--- config.mk ---
export PLATFORM = sky130hd
export DESIGN_NAME = serializer
export DESIGN_NICKNAME = d
export VERILOG_FILES = /design/src/rtl/serializer_pkg.sv /design/src/rtl/serializer.sv
export SDC_FILE = /design/constraint.sdc
export NUM_CORES = 1
export LEC_CHECK = 0
export CORE_MARGIN = 3
export CORE_UTILIZATION = 26
export DETAILED_ROUTE_END_ITERATION = 8
export PLACE_DENSITY_LB_ADDON = 0.25
export SLEW_MARGIN = 5
export SYNTH_ARGS = -nofsm -noshare
export SYNTH_HDL_FRONTEND = slang
export SYNTH_SLANG_ARGS = --single-unit
--- constraint.sdc ---
create_clock -name clk -period 2.25 [get_ports clk]
set_input_delay 0.45 -clock clk [delete_from_list [all_inputs] [get_ports clk]]
set_output_delay 0.45 -clock clk [all_outputs]
set_load 0.02 [all_outputs]
--- src/rtl/serializer_pkg.sv ---
// Shared SD command definitions: frame length and derived bit-counter width.
package serializer_pkg;

  localparam int CMD_FRAME_W = 48;
  localparam int CMD_CNT_W   = $clog2(CMD_FRAME_W);

endpackage

--- src/rtl/serializer.sv ---
// Purpose: free-running MSB-first parallel-to-serial converter for the SD CMD line.
// Latency: bit k of the frame appears after k enabled edges; out is a live mux of in.
// Backpressure: enable=0 freezes the bit counter so out holds the current bit.
module serializer
  import serializer_pkg::*;
#(
  parameter int WIDTH = CMD_FRAME_W
) (
  input  logic             clk,
  input  logic             reset,
  input  logic             enable,
  input  logic [WIDTH-1:0] in,
  output logic             out
);

  localparam int CW = $clog2(WIDTH);
  localparam logic [CW-1:0] LAST = CW'(WIDTH - 1);

  logic [CW-1:0] cnt;
  logic [CW-1:0] idx;

  always_ff @(posedge clk or negedge reset) begin
    if (!reset) begin
      cnt <= '0;
    end else if (enable) begin
      cnt <= (cnt == LAST) ? '0 : cnt + 1'b1;
    end
  end

  // cnt never exceeds LAST, so idx always selects a real bit of in.
  assign idx = LAST - cnt;
  assign out = in[idx];

endmodule

==> metrics.cfg, run 1 <==
[drt]
drtIter0Drc = 6
drcViolationCount = 0
antenna_left = 0
drt-vias-per-instance = 5.06
wire_per_inst_um = 14.4
dr_total_vias = 810
wirelength_um = 2310
first_pass_iters = 2

[global_routing]
grt_first_pass_wirelength_um = 3970
antenna_found_initial = 0
grt_overflow = 0
grt_max_degree = 11
grt_pass1_vias = 939
grt_usage_pct = 15.1

[critical_path]
cp_max_fo = 7
critPathArrivalTime_ns = 2.10
crit_required_ns = 1.80
crit_path_end_kind = output port
crit_path_start_kind = flop
crit_type = flop to output port

[power]
power_frac_comb_pct = 74.1
p_leak_nw = 0.648
net-switching-power_w = 0.000491
seqPwrFrac_pct = 18.0
ir_drop_mv = 0.488
p_clk_share_pct = 7.8
powerDensity_nw_per_um2 = 890
swShare_pct = 38.6
p_int_w = 0.000780

[clock_tree]
tritoncts = done
numCtsBuffers = 3
cts_sinks = 6
cts_hold_buf = 0
clockBufferDepth = 2
clock_latency_ns = 0.24
clockRootBuffer = clkbuf_4
clkTransAtPathRegs_ns = 0.05
h-tree-depth = 1

[synth]
yosys_warnings = 0
synth.area.mux_share_pct = 43.3
yosysTopAreaCell = mux4_2
synthXorXnorAreaFrac_pct = 3.70
synth_nets = 118
synthAdderAreaFrac_pct = 3.52
syn_area_um2 = 711
netlist.area_leader.share_pct = 31.7
ys_async_sr_fraction_pct = 100
ys.flop_type = dfrtp_1
synth.avg_cell_area_um2 = 10.9
synthCells = 65
synth_top_family_by_area = multiplexers
synth_edf_count = 0
synth.distinct_cells = 24
ys_ff_latch = 6
synth_compound_area_share_pct = 11.6
ys_seq_area_share_pct = 21.1
synth_simple_gate_area_share_pct = 11.3
synth.area.top_cells = mux4_2 32%, dfrtp_1 21%, mux2i_1 8.5%, xnor2_1 3.7%, ha_1 3.5%

[place]
place_congestion = 0.678
post_dp_cell_area_um2 = 1360
dp.cells = 155
portBuffers = 51
dp_hpwl_um = 1930

[layout]
drive_above_1_share_pct = 30.0
final_area_um2 = 1430
fin_util_pct = 56.1
fin_cells = 160
largest_reg_flops = 6
diodes = 0
area_growth_pct = 101
num-fill-cells = 234
nNetsFinal = 185
regMostFlops = cnt
reg_top3 = cnt x6

[timing]
slew_headroom_pct = 78.6
slew_violations = 0
tightest_slew_ns = 0.318
post-route-period-util_pct = 113
clock_skew_ns = 0.00242
fin_crit_ns = 2.55
clock.fmax_ghz = 0.392
final-hold-violation-count = 0
worst_slack_ns = -0.300
setup_viol = 1
grt_setup_unrepaired = true
fin_tns_setup_ns = -0.300
hold_ws_ns = 0.456

[die]
fp.dieArea_um2 = 3400
initial_utilization_pct = 27.9
core_region_area_um2 = 2540
die_h_um = 58.3
die_w_um = 58.3
io_pins = 52
fp-row-count = 18

[job]
maxCapViolCount = 0

[outcome]
status = finished, violations left
failed_checks = setup timing

[min_path]
hp-class = input pin to asynchronous set/reset pin

## worst max-delay path: stages, from the launching register on
cell and delay (ns):
dfrtp_2 0.37, buf_12 0.13, mux4_2 0.49, mux2_4 0.28, a221oi_2 0.28, o41ai_2 0.12
buf_4 0.17
## repair_timing
action,in CTS,in global routing
resized for setup,28,8
cloned,1,0
pin swaps,3,1
setup buffers,1,0
endpoints found under the setup margin,1,1
## logic make-up (layout without fill, tap and decap cells)
logic type               after synthesis  count (layout)
XOR/XNOR                               3               3
buffers and inverters                  8              73
adder cells (fa/ha/maj)                2               2
flip-flops                             6               6
AND/OR/NAND/NOR                       17              17
AO/OA/AOI/OAI                         11              11
multiplexers                          18              18
## cells in the mapped netlist, drive strengths merged (2+ instances only)
| master | instances |
|---|---|
| mux4 | 10 |
| dfrtp | 6 |
| mux2i | 6 |
| nand2 | 5 |
| nor2 | 4 |
| buf | 3 |
| inv | 3 |
| nand3 | 3 |
| nor2b | 3 |
| xnor2 | 3 |
| a21oi | 2 |
| clkbuf | 2 |
| ha | 2 |
| mux2 | 2 |
| nand4 | 2 |
| o21ai | 2 |
## final cells by class
type,count,area [µm²],area share [%]
repair buffers,67,654,45.8
multi-input cells,51,549,38.5
flip-flops and latches,6,153,10.7
well taps,30,37.5,2.63
clock buffers,3,22.5,1.58
inverters,3,11.3,0.789
## power groups by stage
stage / sequential (W) / clock [W] / combinational [W]
2_1_floorplan: 0.000199 / 0 / 0.000534
3_3_place_gp: 0.000226 / 0 / 0.000875
3_5_place_dp: 0.000229 / 0 / 0.000894
4_1_cts: 0.000229 / 0.000102 / 0.000938
5_1_grt: 0.000240 / 0.000107 / 0.00102
6_report: 0.000229 / 0.0000994 / 0.000942
## per-layer routing
layer	share of wire, %	wire length, µm	GRT usage [%]
met5	0	0	0
met2	53	1220	28.4
met1	39	894	16.6
met3	8.5	196	4.45
met4	0	0	2.98
## path summary, 6_finish.rpt
check | from | endpoint | slack (ns) | cells past startpoint
setup / recovery | cnt[0]$_DFFE_PN0P_ | out | -0.30 | 6
hold / removal | reset | cnt[4]$_DFFE_PN0P_ | 0.46 | 1
setup reg to reg | cnt[0]$_DFFE_PN0P_ | cnt[1]$_DFFE_PN0P_ | 0.89 | 4
hold reg to reg | cnt[5]$_DFFE_PN0P_ | cnt[5]$_DFFE_PN0P_ | 0.58 | 2
max in group asynchronous | reset | cnt[1]$_DFFE_PN0P_ | 1.55 | 1
min in group clk | cnt[5]$_DFFE_PN0P_ | cnt[5]$_DFFE_PN0P_ | 0.58 | 2
## through the flow
step	worst slack [ns]	total power (W)
after floorplan	0.0597	0.000733
after global placement	-0.716	0.00110
after detailed placement	-0.760	0.00112
after CTS	-0.295	0.00127
after global routing	-0.346	0.00137
final	-0.300	0.00127
## cells in the final DEF (no fill, tap or decap), types with 3 or more instances in the layout
cell type        synthesis  final
mux2i_1                  6      6
nand2_1                  5      5
nor2b_1                  3      3
clkbuf_4                 0      3
buf_4                    2     15
dlymetal6s2s_1           0      6
nor2_1                   4      4
dfrtp_1                  6      4
inv_1                    3      3
clkdlybuf4s50_1          0     27
dlygate4sd2_1            0     17
mux4_2                  10     10
xnor2_1                  3      3
No activity file was read; power rests on OpenSTA's default activity.
==> run 2, diff against run 1 <==
==> constraint.sdc (replaced) <==
create_clock -name clk -period 3.1 [get_ports clk]
set_input_delay 0.62 -clock clk [delete_from_list [all_inputs] [get_ports clk]]
set_output_delay 0.62 -clock clk [all_outputs]
set_load 0.02 [all_outputs]
==> run 2 against run 1 <==
Against the previous run: the flow now finishes without violations; sequential power decreased by 20%; clock skew fell by 0.0018 ns; setup slack better by 0.46 ns; non-clock buffer count down 12; clock power fell by 27%; power shrank 41%; die area did not move.
==> metrics.cfg, run 2 (synthesis results as in run 1) <==
[power]
p_clk_share_pct = 9.6  ; +1.8 points
seqPwrFrac_pct = 24.5  ; +6.5 points
power_frac_comb_pct = 65.9  ; -8.2 points
p_int_w = 0.000448  ; -43%
p_leak_nw = 0.494  ; -24%
ir_drop_mv = 0.331  ; -32%
powerDensity_nw_per_um2 = 581  ; -35%
swShare_pct = 40.3  ; +1.7 points
net-switching-power_w = 0.000302  ; -38%

[critical_path]
reg2regPathDepth = 5  ; +1
r2r-start = cnt[1]$_DFFE_PN0P_
critPathArrivalTime_ns = 2.32  ; +0.22 ns
path_depth = 6  ; unchanged
critical_path.startpoint = in[13]
crit_path_end = out
timing.rr.end = cnt[4]$_DFFE_PN0P_
critical_path_buf_inv_count = 2  ; unchanged
crit_path_start_kind = input pin
crit_required_ns = 2.48  ; +0.68 ns
crit_path_end_kind = output port
crit_path_max_incr_delay_ns = 0.45  ; -0.04 ns
cp_max_fo = 1  ; -6
critical-path-top-delay-family = multiplexers
slowest_stage = mux4_2
crit_chain = clkdlybuf4s50_1 -> mux4_2 -> mux2_2 -> a221oi_2 -> o41ai_1 -> clkbuf_2
r2r_slack_ns = 1.56  ; +0.67 ns
crit_type = input pin to output port

[clock_tree]
clkTransAtPathRegs_ns = 0.04  ; about the same
post_cts_resized = 1  ; -96%
postCtsSetupRepairBufs = 0  ; -1
clockBufferDepth = 2  ; unchanged
h-tree-depth = 1  ; unchanged
numCtsBuffers = 3  ; unchanged
tritoncts = done
cts_hold_buf = 0  ; unchanged
cts_sinks = 6  ; unchanged
clockRootBuffer = clkbuf_4
clock_latency_ns = 0.24  ; about the same

[place]
portBuffers = 51  ; unchanged
post_dp_cell_area_um2 = 1270  ; -6.1%
place_congestion = 0.772  ; +14%
dp_hpwl_um = 1760  ; -8.6%
dp.cells = 145  ; -6.5%

[layout]
diodes = 0  ; unchanged
regMostFlops = cnt
final_area_um2 = 1290  ; -9.6%
drive_above_1_share_pct = 17.8  ; -12 points
final_common_cell = clkdlybuf4s50_1
largest_reg_flops = 6  ; unchanged
nNetsFinal = 173  ; -6.5%
reg_top3 = cnt x6
final_cell_mix = 50 x clkdlybuf4s50_1, 10 x mux4_2, 6 x mux2i_1, 6 x dfrtp_1, 5 x nand2_1
fin_cells = 148  ; -7.5%
area_growth_pct = 81.7

[timing]
tightest_slew_ns = 0.418  ; +0.0998 ns
fin_crit_ns = 2.94
slew_headroom_pct = 72.1  ; -6.5 points
grt_setup_unrepaired = false
slew_violations = 0  ; unchanged
hold_ws_ns = 0.556  ; +0.0996 ns
final-hold-violation-count = 0  ; unchanged
post-route-period-util_pct = 94.8
clock.fmax_ghz = 0.340
setup_viol = 0  ; -1
clock_skew_ns = 0.000593  ; -0.00183 ns

[min_path]
hp-class = flop to flop

[job]
maxCapViolCount = 0  ; unchanged

[die]
die_w_um = 58.3  ; unchanged
fp.dieArea_um2 = 3400  ; unchanged
core_region_area_um2 = 2540  ; unchanged
initial_utilization_pct = 27.9  ; unchanged
fp-row-count = 18  ; unchanged
die_h_um = 58.3  ; unchanged
io_pins = 52  ; unchanged

[global_routing]
antenna_found_initial = 0  ; unchanged
grt_overflow = 0  ; unchanged
grt_first_pass_wirelength_um = 3460  ; -13%
grt_max_degree = 14  ; +3
grt_usage_pct = 13.3  ; -1.8 points
grt_pass1_vias = 822  ; -12%

[drt]
wire_per_inst_um = 13.6  ; -5.4%
wirelength_um = 2020  ; -13%
drt-vias-per-instance = 5.03  ; -0.57%
drcViolationCount = 0  ; unchanged
drtIter0Drc = 8  ; +2
antenna_left = 0  ; unchanged
dr_total_vias = 745  ; -8.0%
first_pass_iters = 4  ; +2

[outcome]
status = complete, no violations

==> run 2: cell types whose count changed in the layout (fill, tap and decap cells not counted), moves of 2 or more <==
| cell | change |
|---|---|
| buf_4 | -12 |
| clkdlybuf4s50_1 | +23 |
| dfrtp_1 | +2 |
| dfrtp_2 | -2 |
| dlygate4sd2_1 | -17 |
| dlymetal6s2s_1 | -6 |
==> run 2: stage by stage <==
stage	setup TNS [ns]	power [W]	setup WS (ns)	utilization, %
floorplan	0	0.000515	0.531	-
global placement	-0.206	0.000696	-0.206	50.0
detailed placement	-0.204	0.000702	-0.204	50.0
CTS	0	0.000767	0.00858	50.9
global route	0	0.000822	0.104	50.7
finish	0	0.000750	0.162	50.7
==> run 2: metal layers <==
metal / track usage, % / vias to the layer above / share of wire [%]
met1: 14.8 / 342 / 39
met2: 23.9 / 38 / 49
met4: 2.98 / 0 / 0.64
li1: - / 363 / -
met3: 5.12 / 2 / 11
met5: 0 / - / 0
==> run 2: cell type report <==
| class | count | area [µm²] |
|---|---|---|
| multi-input combinational | 51 | 522 |
| inverter | 3 | 11.3 |
| sequential | 6 | 150 |
| timing repair buffer | 55 | 548 |
| clock buffer | 3 | 22.5 |
| tap | 30 | 37.5 |
| fill | 243 | 1250 |
==> run 2: worst min-delay path by stage <==
stage                                    end               start  depth (start not counted)  slack [ns]
after floorplan           cnt[0]$_DFFE_PN0P_               reset                          0        0.32
after global placement    cnt[5]$_DFFE_PN0P_  cnt[5]$_DFFE_PN0P_                          2        0.56
after global routing      cnt[5]$_DFFE_PN0P_  cnt[5]$_DFFE_PN0P_                          2        0.59
after detailed placement  cnt[5]$_DFFE_PN0P_  cnt[5]$_DFFE_PN0P_                          2        0.56
after CTS                 cnt[5]$_DFFE_PN0P_  cnt[5]$_DFFE_PN0P_                          2        0.56
final                     cnt[5]$_DFFE_PN0P_  cnt[5]$_DFFE_PN0P_                          2        0.56
==> run 2: worst reg2reg max path, cell delays in order, from the launching register on <==
cell and delay, ns:
dfrtp_1 0.59, buf_4 0.24, ha_1 0.16, nand2_1 0.08, nor2_1 0.22, o21ai_0 0.12
==> run 2: power groups by stage <==
stage          registers [W]  clock network [W]  logic, W
6_report            0.000184          0.0000723  0.000494
5_1_grt             0.000195          0.0000811  0.000546
4_1_cts             0.000187          0.0000751  0.000505
3_5_place_dp        0.000187                  0  0.000514
3_3_place_gp        0.000185                  0  0.000511
2_1_floorplan       0.000144                  0  0.000371
